===== src/rtl/fft_output_streamer.sv =====
// Unloads FFT results from the result RAM in natural bin order onto a valid/ready stream.
// A 2-entry buffer with credit-gated reads hides the 1-cycle RAM latency at 1 sample/cycle.
module fft_output_streamer #(
    parameter int MAX_N      = 32,
    parameter int ADDR_WIDTH = $clog2(MAX_N),
    parameter int DATA_WIDTH = 32
) (
    input  logic                  clk,
    input  logic                  reset,
    input  logic                  start,
    input  logic [ADDR_WIDTH:0]   n_cfg,
    output logic                  rd_en,
    output logic [ADDR_WIDTH-1:0] rd_addr,
    input  logic [DATA_WIDTH-1:0] rd_data,
    output logic                  out_valid,
    input  logic                  out_ready,
    output logic [DATA_WIDTH-1:0] out_data,
    output logic [ADDR_WIDTH-1:0] out_index,
    output logic                  out_last,
    output logic                  busy,
    output logic                  done,
    output logic                  err
);
    localparam int CW = ADDR_WIDTH + 1;

    typedef enum logic [1:0] {IDLE, RUN, DRAIN} state_t;

    state_t                state_q;
    logic [CW-1:0]         n_q;
    logic [CW-1:0]         rd_cnt_q;
    logic [CW-1:0]         xfer_cnt_q;
    logic                  inflight_q;
    logic [DATA_WIDTH-1:0] buf_q [2];
    logic                  wr_ptr_q;
    logic                  rd_ptr_q;
    logic [1:0]            occ_q;
    logic [1:0]            occ_d;
    logic                  busy_q;
    logic                  done_q;
    logic                  err_q;

    logic       push;
    logic       pop;
    logic       n_legal;
    logic       last_rd;
    logic [1:0] occ_after_pop;

    assign push          = inflight_q;
    assign out_valid     = (occ_q != 2'd0);
    assign pop           = out_valid & out_ready;
    assign occ_after_pop = occ_q - {1'b0, pop};
    assign occ_d         = occ_q + {1'b0, push} - {1'b0, pop};

    // Credit: buffered samples plus the read in flight must leave room for one more.
    assign rd_en = (state_q == RUN) &&
                   (({1'b0, occ_after_pop} + {2'b00, inflight_q}) < 3'd2);

    assign last_rd   = (rd_cnt_q == n_q - CW'(1));
    assign rd_addr   = rd_cnt_q[ADDR_WIDTH-1:0];
    assign out_data  = buf_q[rd_ptr_q];
    assign out_index = xfer_cnt_q[ADDR_WIDTH-1:0];
    assign out_last  = out_valid && (xfer_cnt_q == n_q - CW'(1));
    assign busy      = busy_q;
    assign done      = done_q;
    assign err       = err_q;

    assign n_legal = (n_cfg >= CW'(4)) && (n_cfg <= CW'(MAX_N)) &&
                     ((n_cfg & (n_cfg - CW'(1))) == '0);

    always_ff @(posedge clk or posedge reset) begin
        if (reset) begin
            state_q    <= IDLE;
            n_q        <= '0;
            rd_cnt_q   <= '0;
            xfer_cnt_q <= '0;
            inflight_q <= 1'b0;
            for (int i = 0; i < 2; i++) begin
                buf_q[i] <= '0;
            end
            wr_ptr_q   <= 1'b0;
            rd_ptr_q   <= 1'b0;
            occ_q      <= 2'd0;
            busy_q     <= 1'b0;
            done_q     <= 1'b0;
            err_q      <= 1'b0;
        end else begin
            done_q <= 1'b0;
            err_q  <= 1'b0;
            case (state_q)
                IDLE: begin
                    if (start) begin
                        if (n_legal) begin
                            n_q        <= n_cfg;
                            rd_cnt_q   <= '0;
                            xfer_cnt_q <= '0;
                            busy_q     <= 1'b1;
                            state_q    <= RUN;
                        end else begin
                            err_q <= 1'b1;
                        end
                    end
                end
                RUN: begin
                    if (rd_en && last_rd) begin
                        state_q <= DRAIN;
                    end
                end
                DRAIN: begin
                    if (pop && out_last) begin
                        done_q  <= 1'b1;
                        busy_q  <= 1'b0;
                        state_q <= IDLE;
                    end
                end
                default: state_q <= IDLE;
            endcase

            // Only active in RUN/DRAIN, so they never collide with the IDLE clears.
            if (rd_en) begin
                rd_cnt_q <= rd_cnt_q + CW'(1);
            end
            inflight_q <= rd_en;
            if (push) begin
                buf_q[wr_ptr_q] <= rd_data;
                wr_ptr_q        <= ~wr_ptr_q;
            end
            if (pop) begin
                rd_ptr_q   <= ~rd_ptr_q;
                xfer_cnt_q <= xfer_cnt_q + CW'(1);
            end
            occ_q <= occ_d;
        end
    end
endmodule


===== config.mk =====
export PLATFORM = sky130hd
export DESIGN_NAME = fft_output_streamer
export DESIGN_NICKNAME = d
export VERILOG_FILES = /design/src/rtl/fft_output_streamer.sv
export SDC_FILE = /design/constraint.sdc
export NUM_CORES = 1
export LEC_CHECK = 0
export ABC_AREA = 1
export CORE_UTILIZATION = 45
export CTS_CLUSTER_DIAMETER = 60
export DETAILED_ROUTE_END_ITERATION = 6
export PLACE_DENSITY_LB_ADDON = 0.1
export SLEW_MARGIN = 10
export SYNTH_ARGS = -nofsm -noshare
export SYNTH_HDL_FRONTEND = slang
export SYNTH_SLANG_ARGS = --single-unit

===== constraint.sdc =====
create_clock -name clk -period 3.7 [get_ports clk]
set_clock_uncertainty 0.1 [all_clocks]
set_input_delay 0.74 -clock clk [delete_from_list [all_inputs] [get_ports clk]]
set_output_delay 0.74 -clock clk [all_outputs]
set_load 0.01 [all_outputs]

==> summary.txt, run 1 <==
Clock network
  • Clk slew on worst S/H paths: 0.09 ns
  • Post-CTS Setup Inserts: 0
  • Cts bufs inserted: 9
  • PostCTS Resize Cnt: 0
  • H-tree levels: 3
  • Worst-skew pair later-pin latency: 0.36 ns
  • Clock Tree Root: clkbuf_8
  • Hold buffers post-CTS: 0
  • Maximum buffer depth of the clock tree: 2
  • Num Clock Sinks: 92
  • CTS tree: done

Logic synthesis
  • Count leader, synth: nand2_1
  • Net count after synthesis: 608
  • YS warnings: 0
  • Synth async-reset ratio: 1.00
  • Synth area leader: dfrtp_1
  • Top cell type's share of synthesized area: 0.523
  • Number of distinct library cells after synthesis: 31
  • Post-synthesis sequential area ratio: 0.523
  • Post-synth top cells: nand2_1, dfrtp_1, o21ai_0
  • Synth top area cells: dfrtp_1, nand2_1, o21ai_0
  • Mapped cell area: 4410 um2
  • Post-synth EDFFs: 0
  • Synth Area per Inst: 7.87 um2
  • Syn Inst Count: 560
  • Synth Register Bits: 92
  • Ys flop type: dfrtp_1

Layout
  • Fin nets: 686
  • Layout cells sized above 1: 0.0700
  • Number of fill cells: 884
  • # diodes: 0
  • Syn-to-layout area delta: 27.4%

Timing
  • Slew @ Worst Pin: 1.11 ns
  • Min cycle time layout: 3.50 ns
  • Slew headroom: 0.260
  • Final hold violation count: 0
  • Fmax: 286 MHz
  • Final setup fails: 0
  • Max Transition Viols Final: 0
  • Setup TNS: 0 ns
  • Period utilisation layout: 0.945
  • RSZ-0062 raised after global routing: no

Pwr
  • Internal power: 3010 uW
  • Clock power frac: 0.168
  • Sw frac: 0.386
  • Max VDD drop: 0.000407 V
  • Sequential share of power: 0.366
  • Final Total Pwr: 4900 uW
  • Sw power: 1890 uW
  • Leakage: 0.00287 uW
  • Power density cells: 873 nW/um2
  • Comb pwr share: 0.466

Global routing
  • Vias in the first global route: 3649
  • First-pass GRT wire length: 16500 um
  • Antenna violations before repair: 0
  • Grt ovf: 0
  • Largest net degree at the start of global routing: 66
  • Tot GR Track Use: 0.208

Worst setup path
  • Reg2Reg Depth: 19
  • Setup crit start kind: primary input
  • Worst reg2reg setup slack: 1.25 ns
  • RR Startpoint: occ_q[1]
  • Crit-path max FO: 2
  • Reg2reg end: state_q[0]
  • Worst EP arrival: 2.66 ns
  • Critical path type: primary input to output pin
  • Element type at the critical path end: output pin
  • WP data required: 2.86 ns

Floorplan
  • Die H: 101 um
  • Starting Density: 0.470
  • Die W: 101 um
  • Core area: 9370 um2
  • IO Count: 90
  • Row count: 35
  • Die ar.: 10200 um2

Drt
  • DRT iter0 DRCs: 144
  • Post-route DRC: 0
  • Total wire length: 9710 um
  • Routed vias/inst: 4.90
  • Routed vias: 3783
  • Antenna Nets Post-Route: 0
  • Drt wl/cell: 12.6 um
  • TritonRoute pass-1 iters: 5

Hold path
  • Hold wc startpoint: busy
  • Worst Hold End: busy
  • WHS Path Cells: 2
  • HP Class: flip-flop to flip-flop

Placed design
  • RePlAce Congestion: 0.844
  • Detailed Place HPWL: 6660 um
  • Port bufs: 89

Status
  • Status: completed

Flow run
  • MaxCap Viol Count: 0
-- registers in the layout (all words and copies together) (netlist names) --
register,flops
inflight_q,1
state_q,2
buf_q,64
wr_ptr_q,1
done,1
rd_ptr_q,1
busy,1
n_q,6
xfer_cnt_q,6
err,1
rd_cnt_q,6
occ_q,2
-- layout by cell type, fill, tap and decap left out, types with 2 or more instances in the layout --
master and instances:
bufinv_16 3, inv_6 2, o21ai_1 11, nor3_1 2, ha_1 6, a21oi_1 5
o21ai_0 61, clkinv_2 2, clkbuf_8 9, inv_2 8, nand3_1 23, or2_2 3
o22ai_1 3, nor2_2 4, nand2_2 2, xor2_1 10, inv_1 59, dfrtp_1 92
nand2_1 214, buf_4 9, nor2_1 15, clkdlybuf4s50_1 89, nand4_1 2
-- cell families after synthesis --
logic type	count (synthesis)	share of synthesized area
flops	92	0.523
simple gates	268	0.246
compound gates	83	0.0971
xor+xnor	11	0.0219
fa+ha+maj	6	0.0170
buf+inv	100	0.0957
-- layout make-up --
class                   instances  area [um2]  share of cell area
inverters                      69         260              0.0464
well taps                     129         161              0.0288
multi-input cells             368        1680               0.300
flip-flops and latches         92        2300               0.410
clock inverters                 7         121              0.0216
repair buffers                 98         958               0.171
clock buffers                   9         124              0.0221
-- per-stage QoR --
step	setup slack (ns)	util	cells	area [um2]	hold WS, ns
floorplan	0.468	-	560	4410	0.353
global placement	0.188	0.573	756	5370	0.366
detailed placement	0.202	0.573	756	5370	0.373
CTS	0.180	0.599	772	5610	0.395
global route	0.0912	0.599	772	5610	0.414
finish	0.202	0.599	772	5610	0.389
-- how the worst max path moves through the flow --
stage / startpoint / slack (ns) / cells after the start / endpoint
floorplan: reset / 0.47 / 1 / buf_q[0]
global placement: out_ready / 0.19 / 11 / rd_en
detailed placement: out_ready / 0.20 / 11 / rd_en
CTS: out_ready / 0.18 / 11 / rd_en
global route: out_ready / 0.09 / 11 / rd_en
finish: out_ready / 0.20 / 11 / rd_en
-- routing by layer --
metal  global-route usage  vias to the layer above  share of wire
li1                     -                     1883              -
met1                0.263                     1793           0.45
met2                0.362                       94           0.50
met3               0.0284                       13          0.040
met4               0.0792                        0          0.016
met5                    0                        -              0
-- worst max-delay path, cell delays in order --
cell and delay (ns):
clkdlybuf4s50_1 0.40, nand2_1 0.09, inv_1 0.06, ha_1 0.26
inv_1 0.04, ha_1 0.16, inv_1 0.05, ha_1 0.13
inv_1 0.04, nor2_2 0.13, clkdlybuf4s50_1 0.55
-- power by group through the flow --
stage | clock network (uW) | logic (uW) | registers (uW)
final | 821 | 2280 | 1790
after global routing | 885 | 2590 | 1860
after CTS | 841 | 2310 | 1790
after detailed placement | 0 | 2300 | 1810
after global placement | 0 | 2240 | 1790
after floorplan | 0 | 1400 | 1710
(Power assumes the default switching activity.)
==> inputs of run 2 (changes only) <==
--- a/config.mk
+++ b/config.mk
@@ -7,9 +7,9 @@
 export LEC_CHECK = 0
 export ABC_AREA = 1
 export CORE_UTILIZATION = 45
-export CTS_CLUSTER_DIAMETER = 60
+export CTS_CLUSTER_DIAMETER = 80
 export DETAILED_ROUTE_END_ITERATION = 6
-export PLACE_DENSITY_LB_ADDON = 0.1
+export PLACE_DENSITY = 0.74
 export SLEW_MARGIN = 10
 export SYNTH_ARGS = -nofsm -noshare
 export SYNTH_HDL_FRONTEND = slang
==> run 2 against run 1 <==
  * First-iteration DRC count increased by 15%
  * Hold slack improved by 0.0023 ns
  * Cell count decreased by 0.39%
  * Final area down 1.4%
  * Via count shrank 0.82%
  * Global-route usage shrank 0.075 points
  * Fmax down 0.28%
  * Largest power group unchanged
  * Register-to-register slack worse by 0.07 ns
  * Wire length is 2.2% higher
==> summary.txt, run 2 (same netlist as run 1, synthesis figures left out) <==
Status
  • Status: completed

Floorplan
  • Die W: 101 um (unchanged)
  • Die H: 101 um (unchanged)
  • Starting Density: 0.470 (unchanged)
  • Row count: 35 (unchanged)
  • Core area: 9370 um2 (unchanged)
  • Die ar.: 10200 um2 (unchanged)
  • IO Count: 90 (unchanged)

Layout
  • Syn-to-layout area delta: 25.6%
  • Number of fill cells: 860 (-2.7%)
  • Multi-input gate area: 1680 um2 (unchanged)
  • Fin nets: 683 (-0.44%)
  • Largest register FFs: 64 (unchanged)
  • Most flops, register: buf_q
  • Commonest non-fill, non-tap cell in the layout: nand2_1
  • Final Instance Count excl. Fillers: 769 (-0.39%)
  • Layout cells sized above 1: 0.0641 (-0.00592)
  • Commonest cells after routing, fill and taps aside: nand2_1, dfrtp_1, clkdlybuf4s50_1
  • Final instance area: 5530 um2 (-1.4%)
  • Seq. cell area: 2300 um2 (unchanged)
  • # diodes: 0 (unchanged)

Clock network
  • Worst-skew pair later-pin latency: 0.35 ns (about the same)
  • PostCTS Resize Cnt: 0 (unchanged)
  • Hold buffers post-CTS: 0 (unchanged)
  • Cts bufs inserted: 9 (unchanged)
  • Clock Tree Root: clkbuf_8
  • Maximum buffer depth of the clock tree: 2 (unchanged)
  • H-tree levels: 3 (unchanged)
  • CTS tree: done
  • Post-CTS Setup Inserts: 0 (unchanged)
  • Clk slew on worst S/H paths: 0.09 ns (about the same)
  • Num Clock Sinks: 92 (unchanged)

Placed design
  • Detailed Place HPWL: 6830 um (+2.5%)
  • Placed Cells: 753 (-0.40%)
  • Post-place instance area: 5360 um2 (-0.19%)
  • RePlAce Congestion: 0.941 (+12%)
  • Port bufs: 89 (unchanged)

Drt
  • Total wire length: 9930 um (+2.2%)
  • Routed vias/inst: 4.88 (-0.43%)
  • TritonRoute pass-1 iters: 4 (-1)
  • Post-route DRC: 0 (unchanged)
  • Drt wl/cell: 12.9 um (+2.6%)
  • Routed vias: 3752 (-0.82%)
  • Antenna Nets Post-Route: 0 (unchanged)
  • DRT iter0 DRCs: 166 (+15%)

Worst setup path
  • Buf/Inv on CP: 6 (unchanged)
  • Cell depth of the worst setup path: 11 (unchanged)
  • Slowest-stage cell, CP: clkdlybuf4s50_1
  • Setup crit start kind: primary input
  • Element type at the critical path end: output pin
  • Worst reg2reg setup slack: 1.18 ns (-0.07 ns)
  • CP delay by family, top: buffers and inverters
  • Critical path type: primary input to output pin
  • RR Startpoint: occ_q[1]
  • Worst EP arrival: 2.67 ns (about the same)
  • WP data required: 2.86 ns (about the same)
  • Cell mode on critical path: inv_1
  • CP cell instances: clkdlybuf4s50_1 -> nand2_1 -> inv_1 -> ha_1 -> inv_1 -> ha_1 -> inv_1 -> ha_1 -> inv_1 -> nor2_2 -> clkdlybuf4s50_1
  • Crit-path max cell delay: 0.55 ns (about the same)
  • Reg2Reg Depth: 19 (unchanged)
  • Reg2reg end: state_q[0]
  • Crit-path max FO: 2 (unchanged)

Global routing
  • Antenna violations before repair: 0 (unchanged)
  • Vias in the first global route: 3668 (+0.52%)
  • First-pass GRT wire length: 16700 um (+1.3%)
  • Largest net degree at the start of global routing: 66 (unchanged)
  • Grt ovf: 0 (unchanged)
  • Tot GR Track Use: 0.207 (-0.000753)

Pwr
  • Internal power: 2810 uW (-6.5%)
  • Power density cells: 849 nW/um2 (-2.7%)
  • Final Total Pwr: 4700 uW (-4.0%)
  • Sequential share of power: 0.377 (+0.011)
  • Clock power frac: 0.133 (-0.035)
  • Sw power: 1890 uW (about the same)
  • Max VDD drop: 0.000371 V (-8.9%)
  • Leakage: 0.00282 uW (-1.8%)
  • Sw frac: 0.402 (+0.0160)
  • Comb pwr share: 0.490 (+0.024)

Hold path
  • WHS Path Cells: 2 (unchanged)
  • Worst Hold End: buf_q[7]
  • Hold wc startpoint: buf_q[7]
  • HP Class: flip-flop to flip-flop

Timing
  • Final setup fails: 0 (unchanged)
  • RSZ-0062 raised after global routing: no
  • Fmax: 285 MHz (-0.28%)
  • Setup TNS: 0 ns (unchanged)
  • Period utilisation layout: 0.948 (+0.00267)
  • Worst hold slack: 0.391 ns (+0.00232 ns)
  • Final hold violation count: 0 (unchanged)
  • Max Transition Viols Final: 0 (unchanged)
  • Min cycle time layout: 3.51 ns (+0.00988 ns)
  • Slew @ Worst Pin: 1.07 ns (-0.0421 ns)
  • Slew headroom: 0.288 (+0.0281)

Flow run
  • MaxCap Viol Count: 0 (unchanged)
==> run 2: cell count changes in the layout (fill, tap and decap cells not counted) <==
| cell | before | now |
|---|---|---|
| buf_12 | 0 | 1 |
| buf_4 | 9 | 5 |
| bufinv_16 | 3 | 0 |
| clkbuf_1 | 0 | 1 |
| clkbuf_8 | 9 | 10 |
| clkinv_4 | 1 | 0 |
| clkinvlp_4 | 0 | 3 |
| inv_6 | 2 | 1 |
==> run 2: worst max-delay path by stage <==
stage / startpoint / end / slack, ns
after global placement: out_ready / rd_en / 0.26
after floorplan: reset / buf_q[0] / 0.47
final: out_ready / rd_en / 0.19
after CTS: out_ready / rd_en / 0.17
after detailed placement: out_ready / rd_en / 0.18
after global routing: out_ready / rd_en / 0.06
==> run 2: stage by stage <==
stage / setup WS [ns] / util
floorplan: 0.468 / -
global placement: 0.258 / 0.572
detailed placement: 0.180 / 0.572
CTS: 0.170 / 0.591
global route: 0.0623 / 0.591
finish: 0.192 / 0.591
==> run 2: tightest hold or removal path, delay by kind of cell (launching register included) <==
| kind | cells | cell delay (ns) |
|---|---|---|
| and+or+nand+nor | 1 | 0.05 |
| DFF | 1 | 0.35 |
| AOI/OAI and AO/OA | 1 | 0.06 |
==> run 2: power by group through the flow <==
| stage | Sequential, uW | Clock [uW] | Combinational, uW |
|---|---|---|---|
| after floorplan | 1710 | 0 | 1400 |
| after global placement | 1760 | 0 | 2250 |
| after detailed placement | 1780 | 0 | 2330 |
| after CTS | 1770 | 631 | 2340 |
| after global routing | 1830 | 677 | 2610 |
| final | 1770 | 625 | 2310 |
==> run 2: area by class of cell <==
class,count,area share
timing repair buffer,95,0.171
clock buffer,11,0.0255
multi-input combinational,368,0.304
clock inverter,5,0.00656
tap,129,0.0292
sequential,92,0.416
inverter,69,0.0470
==> run 2: metal layers <==
metal / vias to the layer above / part of all wire / wire [um] / track usage
li1: 1875 / - / - / -
met1: 1772 / 0.45 / 4510 / 0.265
met2: 98 / 0.49 / 4830 / 0.361
met3: 7 / 0.047 / 471 / 0.0319
met4: 0 / 0.011 / 108 / 0.0669
met5: - / 0 / 0 / 0
==> inputs of run 3 (changes only) <==
--- a/config.mk
+++ b/config.mk
@@ -7,7 +7,6 @@
 export LEC_CHECK = 0
 export ABC_AREA = 1
 export CORE_UTILIZATION = 45
-export CTS_CLUSTER_DIAMETER = 80
 export DETAILED_ROUTE_END_ITERATION = 6
 export PLACE_DENSITY = 0.74
 export SLEW_MARGIN = 10
==> results of run 3 <==
Final layout, timing and power as in run 2 (identical DEF).
